`src/rtl/config_frame_deserializer.sv`:
```
// Collects NUM_WORDS input words into one wide configuration frame and holds
// it in an output register. The collect buffer can fill the next frame while
// the consumer is stalled.
//
// state   | meaning
// --------+-----------------------------------------------
// S_EMPTY | output register holds no frame, out_valid_o = 0
// S_FULL  | output register holds a frame,  out_valid_o = 1
module config_frame_deserializer #(
  parameter int DATA_W    = 32,
  parameter int NUM_WORDS = 5,
  parameter int CNT_W     = $clog2(NUM_WORDS + 1)
) (
  input  logic                        clk_i,
  input  logic                        rst_ni,
  input  logic                        clear_i,
  input  logic [DATA_W-1:0]           in_data_i,
  input  logic                        in_valid_i,
  output logic                        in_ready_o,
  output logic [NUM_WORDS*DATA_W-1:0] out_data_o,
  output logic                        out_valid_o,
  input  logic                        out_ready_i,
  output logic [CNT_W-1:0]            count_o,
  output logic                        busy_o
);

  typedef enum logic {S_EMPTY, S_FULL} state_t;

  state_t                              state_q, state_d;
  logic [CNT_W-1:0]                    count_q, count_d;
  // Only words 0..NUM_WORDS-2 are buffered; the completing word goes
  // straight from in_data_i into the output register.
  logic [(NUM_WORDS-1)*DATA_W-1:0]     buf_q;
  logic [NUM_WORDS*DATA_W-1:0]         out_q;
  logic [NUM_WORDS*DATA_W-1:0]         frame;
  logic                                last_word, accept, take, complete;

  assign last_word  = (count_q == CNT_W'(NUM_WORDS - 1));
  // Depends only on registered state and out_ready_i, never on in_valid_i.
  assign in_ready_o = !(last_word && (state_q == S_FULL) && !out_ready_i);
  assign accept     = in_valid_i && in_ready_o;
  assign take       = (state_q == S_FULL) && out_ready_i;
  assign complete   = accept && last_word;
  assign frame      = {in_data_i, buf_q};

  // Next output state and collect count; clear overrides beats and takes.
  always_comb begin
    state_d = state_q;
    count_d = count_q;
    if (clear_i) begin
      state_d = S_EMPTY;
      count_d = '0;
    end else begin
      if (complete)  state_d = S_FULL;
      else if (take) state_d = S_EMPTY;
      if (accept)    count_d = last_word ? '0 : count_q + CNT_W'(1);
    end
  end

  // State, count, indexed collect-buffer writes and output-register load.
  always_ff @(posedge clk_i or negedge rst_ni) begin
    if (!rst_ni) begin
      state_q <= S_EMPTY;
      count_q <= '0;
      buf_q   <= '0;
      out_q   <= '0;
    end else begin
      state_q <= state_d;
      count_q <= count_d;
      if (accept && !clear_i) begin
        for (int k = 0; k < NUM_WORDS - 1; k++) begin
          if (count_q == CNT_W'(k)) buf_q[k*DATA_W +: DATA_W] <= in_data_i;
        end
      end
      if (complete && !clear_i) out_q <= frame;
    end
  end

  assign out_valid_o = (state_q == S_FULL);
  assign out_data_o  = out_valid_o ? out_q : '0;
  assign count_o     = count_q;
  assign busy_o      = (count_q != '0);

endmodule

```
`config.mk`:
```
export PLATFORM = sky130hd
export DESIGN_NAME = config_frame_deserializer
export DESIGN_NICKNAME = d
export VERILOG_FILES = /design/src/rtl/config_frame_deserializer.sv
export SDC_FILE = /design/constraint.sdc
export NUM_CORES = 1
export LEC_CHECK = 0
export ABC_CLOCK_PERIOD_IN_PS = 2020
export BUFFER_PORTS_ARGS = -buffer_cell sky130_fd_sc_hd__buf_2
export CAP_MARGIN = 10
export CORE_ASPECT_RATIO = 1.1
export CORE_MARGIN = 8
export CORE_UTILIZATION = 55
export CTS_CLUSTER_SIZE = 25
export DETAILED_ROUTE_END_ITERATION = 7
export GPL_TIMING_DRIVEN = 0
export PLACE_DENSITY = 0.78
export SETUP_SLACK_MARGIN = 0.1
export SLEW_MARGIN = 0
export SYNTH_ARGS = -nofsm -noshare
export SYNTH_HDL_FRONTEND = slang
export SYNTH_SLANG_ARGS = --single-unit
```
`constraint.sdc`:
```
create_clock -name clk_i -period 2.02 [get_ports clk_i]
set_input_delay 0 -clock clk_i [delete_from_list [all_inputs] [get_ports clk_i]]
set_output_delay 0 -clock clk_i [all_outputs]
set_load 0.02 [all_outputs]
```
==> impl_metrics.tcl, run 1 <==
set metrics [dict create \
    violations "setup timing" \
    grt_pass1_wl_um 46670 \
    grt_usage_pct 22.40 \
    initial_utilization_pct 55.43 \
    grt.busiest_layer "met2" \
    syn_inst 820 \
    cts_root_buffer "clkbuf_16" \
    synth.avg_cell_area_um2 14.75 \
    ant_nets 0 \
    synth.top_cell.area_share_pct 60.41 \
    synth_area_mm2 0.01210 \
    post-route-drc-count 0 \
    synth_top_family_by_area "multiplexers" \
    power_density_mw_per_mm2 856.2 \
    synth_fp_nets 862 \
    met3_usage_pct 3.644 \
    ys_warn_count 0 \
    max-vdd-ir-drop_uv 666.9 \
    synth_top_area_cell "dfrtp_1" \
    wl_per_cell_um 22.63 \
    die_area_mm2 0.02700 \
    finalNetCount 1162 \
    clock-sinks 292 \
    cts_max_path_buffers 3 \
    drtPass1Iterations 4 \
    crit_path_end_kind "flop" \
    die_height_um 171.5 \
    synth_area_leaders "dfrtp_1 60%, mux2_2 18%, mux2_1 9.3%" \
    ys_seq_area_share_pct 60.41 \
    hpwl_um 19270 \
    cts_tree "built" \
    synth_compound_area_share_pct 0.3206 \
    hold_slack_ns 0.005209 \
    tightest_slew_ns 0.6287 \
    drive_above_1_share_pct 55.17 \
    final_hold_viol_count 0 \
    rsz0062_at_grt "true" \
    clk_pin_slew_ns 0.07 \
    p_total_mw 13.91 \
    via_count 7695 \
    min_period_ns 2.072 \
    antenna_found_initial 1 \
    wirelength_um 32530 \
    clkLatencyLatePin_ns 0.53 \
    met2_usage_pct 37.47 \
    cp_data_required_time_ns 2.43 \
    slew_viol_final 0 \
    fin_skew_ns 0.01015 \
    path_class "flop to flop" \
    period_share_pct 102.6 \
    viasPerCell 5.355 \
    synth_xor_area_share_pct 0 \
    first_iter_violations 387 \
    fmax_mhz 482.5 \
    grt-ovfl-total 0 \
    cts_htree_levels 1 \
    area_delta_synth_final_pct 34.33 \
    grt_pass1_vias 8176 \
    max_slew_margin_pct 58.09 \
    maxCapViolCount 0 \
    cts-buffers-inserted 29 \
    grt_max_degree 124 \
    hold_class "input port to async pin" \
    synthAdderAreaFrac_pct 0.5172 \
    setup_ws_ns -0.05246 \
    outcome "complete, but fails checks" \
    cp_max_fo 6 \
    io_buffers 202 \
    utilization_pct 74.46 \
    synthSimpleGateAreaFrac_pct 9.195 \
    setup_violations 71 \
    routabilityCongestion 0.7824 \
    rows 57 \
    synth_cell_types 23 \
    synthMuxAreaShare_pct 26.81 \
    leakage_nw 8.232 \
    die_w_um 157.4 \
    met1_usage_pct 29.64 \
    worst_ep_arrival_time_ns 2.49 \
    core_mm2 0.02182 \
    synth-seq-cells 292 \
    critPathLaunchType "flop" \
    io_pins 203 \
    n_antenna_cell 0 \
]
[layer usage]
layer / vias to the layer above / wire, µm
met4: 2 / 600
met5: - / 12
met2: 207 / 16210
met1: 4036 / 13810
li1: 3399 / -
met3: 51 / 1892
[sequential cells by signal, indices dropped and copies added, names as in the netlist]
name         flops
buf_q          128
out_q          160
out_valid_o      1
count_o          3
[metrics by stage]
stage                     std cells  setup WS, ns  instance area [µm²]  TNS (ns)
after floorplan                 820        0.1070                12100         0
after global placement         1317        -4.884                13480  -1305.08
after detailed placement       1319       -0.1948                13540    -33.52
after CTS                      1422       0.02087                15410         0
after global routing           1437       -0.1105                16250    -6.849
final                          1437      -0.05246                16250    -1.918
[cell families (layout without fill, tap and decap cells)]
family	Yosys count	after routing
buffers and inverters	54	376
AND/OR/NAND/NOR	174	174
adder cells (fa/ha/maj)	5	5
flip-flops	292	292
AO/OA/AOI/OAI	7	7
multiplexers	288	288
[critical path, cell delays in order, from the launching register on]
cell and delay, ns:
dfrtp_2 0.43, inv_4 0.08, ha_4 0.16, nand2_4 0.07, nor3_4 0.24, buf_6 0.14
buf_6 0.10, buf_6 0.11, buf_12 0.15, clkbuf_16 0.17, mux2_4 0.30
[Yosys cell counts]
library cell / n
a21oi_1: 3
buf_4: 9
inv_1: 5
a31oi_1: 1
and4b_1: 1
ha_1: 5
and2_1: 160
nor3_4: 1
nor3b_2: 3
clkbuf_1: 18
o21ai_0: 2
nor2_1: 2
mux2_1: 100
mux2_2: 188
buf_2: 11
a22oi_1: 1
dfrtp_1: 292
buf_6: 11
nor2b_1: 1
nand3_1: 2
nand2_1: 1
and2b_1: 1
nand2b_1: 2
[cells in the final DEF (no fill, tap or decap), types with 7 or more instances in the layout]
cell / netlist / final
and2_1: 160 / 159
buf_12: 0 / 19
buf_2: 11 / 199
buf_4: 9 / 22
clkbuf_1: 18 / 7
clkbuf_16: 0 / 41
clkbuf_8: 0 / 13
dfrtp_1: 292 / 290
dlygate4sd3_1: 0 / 36
mux2_2: 188 / 162
mux2_4: 0 / 126
[area by class of cell]
class                      count  area, µm²
timing repair buffer         269       1981
buffer                        49      625.6
clock inverter                10      131.4
tap                          295      369.1
clock buffer                  43      848.3
inverter                       5      21.27
sequential                   292       7310
multi-input combinational    474       4964
fill                        1372       5574
[path summary, 6_finish.rpt]
kind                             start         end  slack, ns  cells after the start
setup / recovery            count_o[0]   out_q[60]      -0.05                     10
hold / removal                  rst_ni  buf_q[111]      0.005                      2
hold reg to reg              out_q[56]   out_q[56]       0.50                      1
max in group asynchronous       rst_ni   buf_q[66]       1.03                      3
min in group clk_i         out_ready_i  count_o[2]       0.12                      5
setup reg to reg            count_o[0]   out_q[60]      -0.05                     10
[where the power goes]
group,internal (mW),switching [mW]
Combinational,0.845,0.492
Clock,3.28,2.22
Sequential,6.66,0.422
[repair_timing]
| action | CTS | global route |
|---|---|---|
| setup endpoints to repair | 381 | 305 |
| resized for setup | 105 | 144 |
| hold buffers | 36 | 0 |
| gates cloned | 4 | 12 |
| buffers inserted | 10 | 3 |
| pin swaps | 4 | 3 |
| endpoints found under the hold margin | 385 | 0 |
Power figures use the tool's default switching activity.
==> inputs of run 2 (changes only) <==
Settings changed: SKIP_CTS_REPAIR_TIMING set to 1.
==> impl_metrics.tcl, run 2 (synthesized netlist as in run 1, its figures left out) <==
set metrics [dict create \
    grt_pass1_vias 7806 \
    crit_path_end_kind "flop" \
    grt_max_degree 124 \
    antenna_found_initial 0 \
    swShare_pct 22.18 \
    max_slew_margin_pct 58.15 \
    wirelength_um 29940 \
    maxCapViolCount 0 \
    power_density_mw_per_mm2 886.1 \
    drtPass1Iterations 4 \
    cts_root_buffer "clkbuf_16" \
    outcome "finished clean" \
    tns_ns 0 \
    netSwitchingPower_mw 3.036 \
    rows 57 \
    largest_reg_flops 160 \
    die_area_mm2 0.02700 \
    rsz0062_at_grt "true" \
    p_clk_share_pct 39.9 \
    cts_max_path_buffers 3 \
    grt_usage_pct 21.23 \
    io_pins 203 \
    hold_class "input port to async pin" \
    cp_data_required_time_ns 2.43 \
    worst_ep_arrival_time_ns 2.34 \
    first_iter_violations 361 \
    via_count 7494 \
    wl_per_cell_um 20.97 \
    die_w_um 157.4 \
    drive_above_1_share_pct 45.45 \
    cts_htree_levels 1 \
    final_cell_mix "290 x dfrtp_1, 203 x buf_2, 188 x mux2_2" \
    die_height_um 171.5 \
    met3_usage_pct 3.845 \
    cts_tree "built" \
    combPwrFrac_pct 8.6 \
    preCtsSetupSlack_ns -0.1948 \
    post-route-drc-count 0 \
    finalNetCount 1153 \
    fmax_mhz 516.2 \
    area_delta_synth_final_pct 27.70 \
    cts-buffers-inserted 29 \
    slew_viol_final 0 \
    viasPerCell 5.248 \
    mostFrequentLayoutCell "dfrtp_1" \
    grt.busiest_layer "met2" \
    io_buffers 202 \
    hpwl_um 19270 \
    grt-ovfl-total 0 \
    core_mm2 0.02182 \
    met1_usage_pct 28.54 \
    max-vdd-ir-drop_uv 666.0 \
    routabilityCongestion 0.7824 \
    tightest_slew_ns 0.6277 \
    path_class "flop to flop" \
    n_antenna_cell 0 \
    clkLatencyLatePin_ns 0.53 \
    period_share_pct 95.90 \
    setup_violations 0 \
    leakage_nw 8.067 \
    power_frac_seq_pct 51.5 \
    fin_skew_ns 0.01236 \
    critPathLaunchType "flop" \
    met2_usage_pct 34.70 \
    r2r_setup_slack_ns 0.08 \
    clk_pin_slew_ns 0.07 \
    initial_utilization_pct 55.43 \
    min_period_ns 1.937 \
    grt_pass1_wl_um 44330 \
    internal-power_mw 10.65 \
    final_hold_viol_count 0 \
    cp_max_fo 10 \
    setup_ws_ns 0.08285 \
    top_register "out_q" \
    clock-sinks 292 \
    ant_nets 0 \
]
-- run 2: metal layers --
metal  share of wire [%]  up-vias
met1                  43     3881
met3                 5.6       53
met2                  49      182
li1                    -     3378
met4                 2.2        0
met5                   0        -
-- run 2: power groups by stage --
stage          registers [mW]  logic [mW]  clock network (mW)
6_report                 7.04        1.18                5.46
5_1_grt                  7.14        1.30                5.81
3_3_place_gp             7.09        1.03                   0
3_5_place_dp             7.14        1.10                   0
4_1_cts                  7.04        1.11                5.57
2_1_floorplan            7.01       0.771                   0
-- run 2: worst max-delay path: stages, from the launching register on --
cell and delay (ns):
dfrtp_1 0.39, buf_6 0.14, and2b_2 0.22, nor3_4 0.21, buf_6 0.16, clkbuf_16 0.17
buf_6 0.17, mux2_1 0.34
-- run 2: layout make-up --
cell class	instances	area, µm²
Sequential cell	292	7310
Fill cell	1505	6376
Multi-Input combinational cell	474	4483
Timing Repair Buffer	261	1774
Clock buffer	43	848.3
Buffer	48	513.0
Tap cell	295	369.1
Clock inverter	10	131.4
Inverter	5	18.77
-- run 2: final timing paths --
check                               from          to  cells past startpoint
max reg2reg                  out_valid_o   out_q[82]                      7
min reg2reg                    out_q[87]   out_q[87]                      1
min                               rst_ni  buf_q[111]                      2
min in group clk_i         in_data_i[17]  out_q[145]                      3
max                          out_valid_o   out_q[82]                      7
max in group asynchronous         rst_ni   buf_q[64]                      3
-- run 2: through the flow --
step	hold slack, ns	util [%]	instance area [µm²]	cells	total power [mW]
detailed placement	-0.01072	62.06	13540	1319	8.238
global route	0.05368	70.78	15450	1428	14.24
CTS	-0.5721	66.55	14520	1372	13.72
global placement	0.2222	61.76	13480	1317	8.121
floorplan	-0.2956	-	12100	820	7.776
finish	0.01157	70.78	15450	1428	13.69
==> inputs of run 3 (changes only) <==
Settings changed: CTS_BUF_LIST set to sky130_fd_sc_hd__clkbuf_4 sky130_fd_sc_hd__clkbuf_8 sky130_fd_sc_hd__clkbuf_16.
==> impl_metrics.tcl, run 3 (synthesized netlist as in run 1, its figures left out) <==
set metrics [dict create \
    max_slew_margin_pct 58.10 \
    cts_tree "built" \
    viasPerCell 5.244 \
    min_period_ns 1.941 \
    path_class "flop to flop" \
    leakage_nw 8.089 \
    n_antenna_cell 0 \
    grt_pass1_wl_um 44330 \
    fin_skew_ns 0.01146 \
    maxCapViolCount 0 \
    critPathLaunchType "flop" \
    die_area_mm2 0.02700 \
    grt_usage_pct 21.23 \
    die_w_um 157.4 \
    cts_root_buffer "clkbuf_16" \
    setup_violations 0 \
    hold_slack_ns 0.01406 \
    cp_max_fo 5 \
    hpwl_um 19270 \
    slew_viol_final 0 \
    tightest_slew_ns 0.6284 \
    largest_reg_flops 160 \
    core_mm2 0.02182 \
    post-route-drc-count 0 \
    die_height_um 171.5 \
    drive_above_1_share_pct 46.07 \
    clkLatencyLatePin_ns 0.53 \
    cts-buffers-inserted 29 \
    routabilityCongestion 0.7824 \
    hold_class "input port to async pin" \
    mostFrequentLayoutCell "dfrtp_1" \
    timing.rr.start "count_o[1]" \
    rows 57 \
    drtPass1Iterations 4 \
    rsz0062_at_grt "true" \
    rr_worst_depth 7 \
    final_hold_viol_count 0 \
    final_cell_mix "290 x dfrtp_1, 203 x buf_2, 188 x mux2_2" \
    area_delta_synth_final_pct 27.84 \
    clock-sinks 292 \
    io_pins 203 \
    antenna_found_initial 0 \
    power_density_mw_per_mm2 891.3 \
    outcome "finished clean" \
    p_total_mw 13.78 \
    first_iter_violations 317 \
    cts_htree_levels 1 \
    wirelength_um 30110 \
    fmax_mhz 515.1 \
    max-vdd-ir-drop_uv 667.7 \
    crit_path_end_kind "flop" \
    r2r_setup_slack_ns 0.08 \
    clk_pin_slew_ns 0.06 \
    top_register "out_q" \
    grt-ovfl-total 0 \
    period_share_pct 96.11 \
    via_count 7489 \
    cp_data_required_time_ns 2.43 \
    r2r_end "buf_q[117]" \
    grt_max_degree 124 \
    initial_utilization_pct 55.43 \
    ant_nets 0 \
    nFillCells 1508 \
    worst_ep_arrival_time_ns 2.35 \
    io_buffers 202 \
    grt_pass1_vias 7804 \
    cts_max_path_buffers 3 \
    wl_per_cell_um 21.09 \
    finalNetCount 1153 \
]
-- run 3: power by group --
group	switching, mW	internal (mW)	total (mW)
Clock	2.19	3.37	5.56
Sequential	0.386	6.66	7.04
Combinational	0.468	0.715	1.18
Total	3.04	10.7	13.8
-- run 3: worst max path at each step --
stage,startpoint,endpoint,slack [ns],cells past startpoint
6_report,count_o[1],buf_q[117],0.08,7
5_1_grt,out_valid_o,out_q[101],0.03,7
4_1_cts,out_valid_o,out_data_o[63],-0.74,5
3_5_place_dp,out_valid_o,out_q[123],-0.19,6
3_3_place_gp,rst_ni,count_o[0],-4.88,1
2_1_floorplan,count_o[0],buf_q[100],0.11,6
-- run 3: cell type report --
cell class                 count  area (µm²)  share of cell area (%)
multi-input combinational    474        4483                   28.99
clock buffer                  43       874.6                   5.655
inverter                       5       18.77                  0.1214
tap                          295       369.1                   2.387
timing repair buffer         261        1774                   11.47
buffer                        48       504.2                   3.261
clock inverter                10       131.4                  0.8495
sequential                   292        7310                   47.27
-- run 3: layer usage --
metal / track usage, % / up-vias / share of wire [%]
met5: 0 / - / 0
met3: 3.845 / 56 / 5.4
met4: 6.752 / 0 / 2.5
met2: 34.55 / 190 / 49
met1: 28.60 / 3860 / 43
li1: - / 3383 / -
-- run 3: per-stage QoR --
step,setup WS (ns),util (%),std cells,cell area [µm²],TNS (ns)
2_1_floorplan,0.1070,-,820,12100,0
3_5_place_dp,-0.1948,62.06,1319,13540,-33.52
4_1_cts,-0.7383,66.67,1372,14550,-103.81
3_3_place_gp,-4.884,61.76,1317,13480,-1305.08
6_report,0.07858,70.86,1428,15460,0
5_1_grt,0.02657,70.86,1428,15460,0
-- run 3: critical path: stages, from the launching register on --
cell     delay [ns]
dfrtp_2        0.41
inv_2          0.07
ha_4           0.17
and4b_2        0.25
nor3b_4        0.24
buf_12         0.16
buf_4          0.17
mux2_2         0.34
